[src/rtl/path_waypoint_streamer.sv]
// Walks the explored-node parent chain from a goal entry back to the root,
// buffers it in a LIFO, then streams the waypoints start->goal over valid/ready.
module path_waypoint_streamer #(
    parameter int COORD_W  = 10,
    parameter int IDX_W    = 7,
    parameter int COST_W   = 16,
    parameter int MAX_PATH = 128
) (
    input  logic                                 clk,
    input  logic                                 reset,
    input  logic                                 start,
    input  logic [IDX_W-1:0]                     goal_idx,
    output logic                                 busy,
    output logic                                 done,
    output logic                                 error,
    output logic [$clog2(MAX_PATH+1)-1:0]        path_len,
    output logic                                 mem_rd_en,
    output logic [IDX_W-1:0]                     mem_rd_addr,
    input  logic [2*COORD_W+IDX_W+1+COST_W-1:0]  mem_rd_data,
    output logic                                 wp_valid,
    input  logic                                 wp_ready,
    output logic [COORD_W-1:0]                   wp_x,
    output logic [COORD_W-1:0]                   wp_y,
    output logic [COST_W-1:0]                    wp_cost,
    output logic                                 wp_last
);

    localparam int SP_W  = $clog2(MAX_PATH + 1);
    localparam int PTR_W = (MAX_PATH > 1) ? $clog2(MAX_PATH) : 1;
    localparam int WP_W  = 2 * COORD_W + COST_W;

    typedef enum logic [2:0] {
        S_IDLE,
        S_FETCH,
        S_CAPTURE,
        S_EMIT,
        S_DONE,
        S_ERROR
    } state_e;

    state_e             state_q, state_d;
    logic [IDX_W-1:0]   cur_idx_q, cur_idx_d;
    logic [SP_W-1:0]    sp_q, sp_d;
    logic [SP_W-1:0]    path_len_q, path_len_d;
    logic               push_en;
    logic [WP_W-1:0]    stack_q [MAX_PATH];

    // Table entry layout: {x, y, parent, is_root, cost}.
    logic [COST_W-1:0]  rd_cost;
    logic               rd_is_root;
    logic [IDX_W-1:0]   rd_parent;
    logic [COORD_W-1:0] rd_y;
    logic [COORD_W-1:0] rd_x;

    assign rd_cost    = mem_rd_data[COST_W-1:0];
    assign rd_is_root = mem_rd_data[COST_W];
    assign rd_parent  = mem_rd_data[COST_W+1 +: IDX_W];
    assign rd_y       = mem_rd_data[COST_W+1+IDX_W +: COORD_W];
    assign rd_x       = mem_rd_data[COST_W+1+IDX_W+COORD_W +: COORD_W];

    logic [SP_W-1:0] sp_top;
    logic [WP_W-1:0] top_entry;

    assign sp_top    = sp_q - SP_W'(1);
    assign top_entry = stack_q[sp_top[PTR_W-1:0]];

    always_ff @(posedge clk) begin
        if (reset) begin
            state_q    <= S_IDLE;
            cur_idx_q  <= '0;
            sp_q       <= '0;
            path_len_q <= '0;
        end else begin
            state_q    <= state_d;
            cur_idx_q  <= cur_idx_d;
            sp_q       <= sp_d;
            path_len_q <= path_len_d;
        end
    end

    // NOTE: the LIFO storage has no reset; sp_q alone defines which slots are live.
    always_ff @(posedge clk) begin
        if (push_en) begin
            stack_q[sp_q[PTR_W-1:0]] <= {rd_x, rd_y, rd_cost};
        end
    end

    always_comb begin
        state_d     = state_q;
        cur_idx_d   = cur_idx_q;
        sp_d        = sp_q;
        path_len_d  = path_len_q;
        push_en     = 1'b0;
        mem_rd_en   = 1'b0;
        mem_rd_addr = '0;
        wp_valid    = 1'b0;
        wp_x        = '0;
        wp_y        = '0;
        wp_cost     = '0;
        wp_last     = 1'b0;
        done        = 1'b0;
        error       = 1'b0;

        unique case (state_q)
            S_IDLE: begin
                if (start) begin
                    cur_idx_d  = goal_idx;
                    sp_d       = '0;
                    path_len_d = '0;
                    state_d    = S_FETCH;
                end
            end
            S_FETCH: begin
                mem_rd_en   = 1'b1;
                mem_rd_addr = cur_idx_q;
                state_d     = S_CAPTURE;
            end
            S_CAPTURE: begin
                // A full LIFO with no root yet means an over-long chain or a parent loop.
                if (sp_q == SP_W'(MAX_PATH)) begin
                    state_d = S_ERROR;
                end else begin
                    push_en    = 1'b1;
                    sp_d       = sp_q + SP_W'(1);
                    path_len_d = sp_q + SP_W'(1);
                    if (rd_is_root) begin
                        state_d = S_EMIT;
                    end else begin
                        cur_idx_d = rd_parent;
                        state_d   = S_FETCH;
                    end
                end
            end
            S_EMIT: begin
                wp_valid               = 1'b1;
                {wp_x, wp_y, wp_cost}  = top_entry;
                wp_last                = (sp_q == SP_W'(1));
                if (wp_ready) begin
                    sp_d = sp_top;
                    if (sp_q == SP_W'(1)) begin
                        state_d = S_DONE;
                    end
                end
            end
            S_DONE: begin
                done    = 1'b1;
                state_d = S_IDLE;
            end
            S_ERROR: begin
                error   = 1'b1;
                state_d = S_IDLE;
            end
            default: begin
                state_d = S_IDLE;
            end
        endcase
    end

    assign busy     = (state_q != S_IDLE);
    assign path_len = path_len_q;

endmodule
[config.mk]
export PLATFORM = sky130hd
export DESIGN_NAME = path_waypoint_streamer
export DESIGN_NICKNAME = d
export VERILOG_FILES = /design/src/rtl/path_waypoint_streamer.sv
export SDC_FILE = /design/constraint.sdc
export NUM_CORES = 2
export LEC_CHECK = 0
export BUFFER_PORTS_ARGS = -buffer_cell sky130_fd_sc_hd__buf_2
export CELL_PAD_IN_SITES_DETAIL_PLACEMENT = 1
export CELL_PAD_IN_SITES_GLOBAL_PLACEMENT = 2
export CORE_ASPECT_RATIO = 1.1
export CORE_UTILIZATION = 40
export DETAILED_ROUTE_END_ITERATION = 8
export PLACE_DENSITY_LB_ADDON = 0.1
export SLEW_MARGIN = 10
export SYNTH_ARGS = -nofsm -noshare
export SYNTH_HDL_FRONTEND = slang
export SYNTH_MEMORY_MAX_BITS = 65536
export SYNTH_SLANG_ARGS = --single-unit
[constraint.sdc]
create_clock -name clk -period 7 [get_ports clk]
set_clock_uncertainty 0.2 [all_clocks]
set_input_delay 1.05 -clock clk [delete_from_list [all_inputs] [get_ports clk]]
set_output_delay 1.05 -clock clk [all_outputs]
set_load 0.1 [all_outputs]
==> impl_results.md <==
* Run status: completed
* Async SR Flop Fraction at 0
* Dpl hpwl at approximately 340 mm
* Vias in the first global route at between 90000 and 100k
* Worst EP arrival at roughly 5.6 ns
* Synth top area cells: edfxtp_1 78%, mux4_2 15%, mux2i_1 2.0%
* MaxCap Viol Count at 0
* Largest net degree at the start of global routing at between 90 and 100
* Syn avg cell area at ~22 µm²
* Most frequent cells in the layout: 4608 x edfxtp_1, 1154 x mux4_2, 491 x clkbuf_16, 462 x nand2_1, 435 x buf_4
* Relative slew slack at 0.132
* Seq/Total Area, Yosys at 0.780
* Final hold vios at 0
* Slew Limit Fails at 0
* Nets at around 8600
* Final setup margin at approximately 0.12 ns
* Leak at 62.9 nW
* Largest area contributor in the netlist: edfxtp_1
* CTS tree: done
* Placer Congestion at 0.811
* Synth Net Count at 8000
* Setup CP Type: flip-flop to output port
* CTS root buf: clkbuf_16
* FF-to-FF path depth at 6
* Yosys cell types at a little over 60
* Clock latency on the worst-skew pair at ~1.0 ns
* Post-synth EDFFs at between 4000 and 5000
* Post-DRT Antenna Nets at 0
* Clock transition at path regs at ~0.06 ns
* Share of cells above drive strength 1 at 0.292
* Vias per cell at 5.81
* Startpoint types: flip-flop
* Synth Register Bits at approximately 4600
* Slew at the pin with the worst max-slew slack at ~1.3 ns
* Routed length per placed instance at roughly 38 µm
* Final setup TNS at 0 ns
* Final period util at 0.982
* Crit-path max FO at 26
* H-tree Lvls at 5
* Clk buf depth at 4
* Most common cell after layout, fill and taps aside: edfxtp_1
* Detailed Routing Iterations Pass 1 at 5
* Num CTS Buffers at 480
* Area growth, synth to finish at 15.1%
* Multi-input gate area at just under 40000 µm²
* Max Freq at 0.145 GHz
* Detailed-route wire length at about 560 mm
* Die area at 448000 µm²
* Clock sinks at 4634
* Req. time, crit path at between 5 and 6 ns
* # hold bufs at CTS at 0
* Initial DRC count at 8699
* Top-area cell type share of the netlist area at 0.777
* Rows at around 260
* Ys Warns at 0
* Crit. End Element: output port
* Port buffer count at 111
* PwrDens at 289 nW/µm²
* Initial Util at 0.402
* DR DRC count at 0
* Cell area after synthesis at approximately 180000 µm²
* Synthesized instance count at 7941
* Core area at 442000 µm²
* Peak VDD IR at about 0.25 mV
* Routed vias at 86527
* Die Height at 702 µm
* Pre-CTS setup slack at 0.0689 ns
* Endpoints failing setup at 0
* FF/Latch Area at roughly 140000 µm²
* Number of fill cells at ~40000
* Antenna violations before repair at 38
* GR Util All Layers at 0.248
* RSZ-0062 raised after global routing: false
* Hold Crit Class: input port to flip-flop
* Minimum clock period at 6.88 ns
* Die X at around 640 µm
* First-pass GRT wire length at about 770 mm
* Most common flop cell mapped by yosys: edfxtp_1
* Hold depth at 3
* Gr ovfl total at 0
* Top Ports at 112
==> state kept, by name (all words and copies together), names as in the netlist <==
register   flops
path_len       8
state_q        3
cur_idx_q      7
stack_q     4608
sp_q           8
==> layer usage <==
metal	wire length [µm]	vias to the layer above	part of all wire	global-route usage
met4	17800	4	0.032	0.0709
met3	27000	637	0.048	0.0316
met2	289000	2529	0.51	0.433
met5	27	-	0.000048	0
met1	229000	48471	0.41	0.327
li1	-	34886	-	-
==> kinds of logic (layout without fill, tap and decap cells) <==
family,count (synthesis),count (layout),share of synthesized area
other,0,22,0
muxes,1510,1510,0.166
and+or+nand+nor,889,890,0.0222
xor gates and xnor gates,9,9,0.000527
adders and majority gates,4,4,0.000281
AOI/OAI and AO/OA,426,426,0.0191
DFF,4634,4634,0.780
buffers and inverters,469,1463,0.0118
==> where the power goes <==
group | switching (mW) | leakage, nW | internal (mW)
registers | 0.0175 | 41.6 | 30.5
clock network | 10.9 | 7.39 | 14.2
logic | 2.56 | 13.9 | 1.13
total | 13.4 | 62.9 | 45.8
==> stage by stage <==
step                      power [mW]  utilization  hold WS [ns]  cells  area, µm²
after floorplan                 33.0            -         0.272   7941     178000
after CTS                       59.8        0.463       0.00644  14867     205000
after detailed placement        34.9        0.428         0.253  13975     189000
after global routing            60.8        0.463        0.0727  14874     205000
after global placement          34.8        0.428         0.245  13967     189000
final                           59.3        0.463         0.103  14892     205000
==> worst max-delay path, stage by stage, from the launching register on <==
cell      delay, ns
dfxtp_4        0.39
inv_1          0.29
ha_4           0.30
xor2_4         0.46
buf_12         0.26
buf_12         0.25
mux2i_1        0.31
a221oi_1       0.25
buf_4          0.25
a22oi_2        0.54
nand4_1        0.73
buf_12         0.43
==> layout make-up <==
| cell class | count | area share |
|---|---|---|
| Antenna cell | 22 | 0.000269 |
| Clock buffer | 608 | 0.0620 |
| Clock inverter | 275 | 0.0117 |
| Inverter | 8 | 0.000147 |
| Multi-Input combinational cell | 2839 | 0.187 |
| Sequential cell | 4634 | 0.678 |
| Tap cell | 5934 | 0.0362 |
| Timing Repair Buffer | 572 | 0.0241 |
==> synthesized netlist by cell type, drive strengths merged (2+ instances only) <==
library cell and instances:
nor2 155, ha 4, and2 69, or3 13, a221oi 70, o211ai 36
a21oi 79, mux2i 356, a21o 3, nand4 47, mux4 1154, o21ai 10
o31ai 2, dfxtp 26, clkbuf 217, nor2b 3, a311oi 8, or4 3
nand2 464, nand3 96, xnor2 6, a32oi 82, nand3b 2, nor4 5
a211oi 63, nor3 17, edfxtp 4608, xor2 3, buf 244, nor4b 2
a22oi 66, nand2b 7, inv 7
==> final timing paths <==
check	from	endpoint	slack [ns]
hold / removal	mem_rd_data[21]	cur_idx_q[4]	0.10
hold reg to reg	path_len[1]	path_len[1]	0.26
setup reg to reg	state_q[0]	stack_q[12][22]	2.40
setup / recovery	sp_q[0]	wp_y[3]	0.12
==> timing repair <==
action | CTS | global route
setup buffers | 8 | 1
setup endpoints to repair | 32 | 3
cloned | 1 | 2
resized for setup | 44 | 10
pin swaps | 4 | 4
Note: power is estimated with default switching activity, not from simulation.
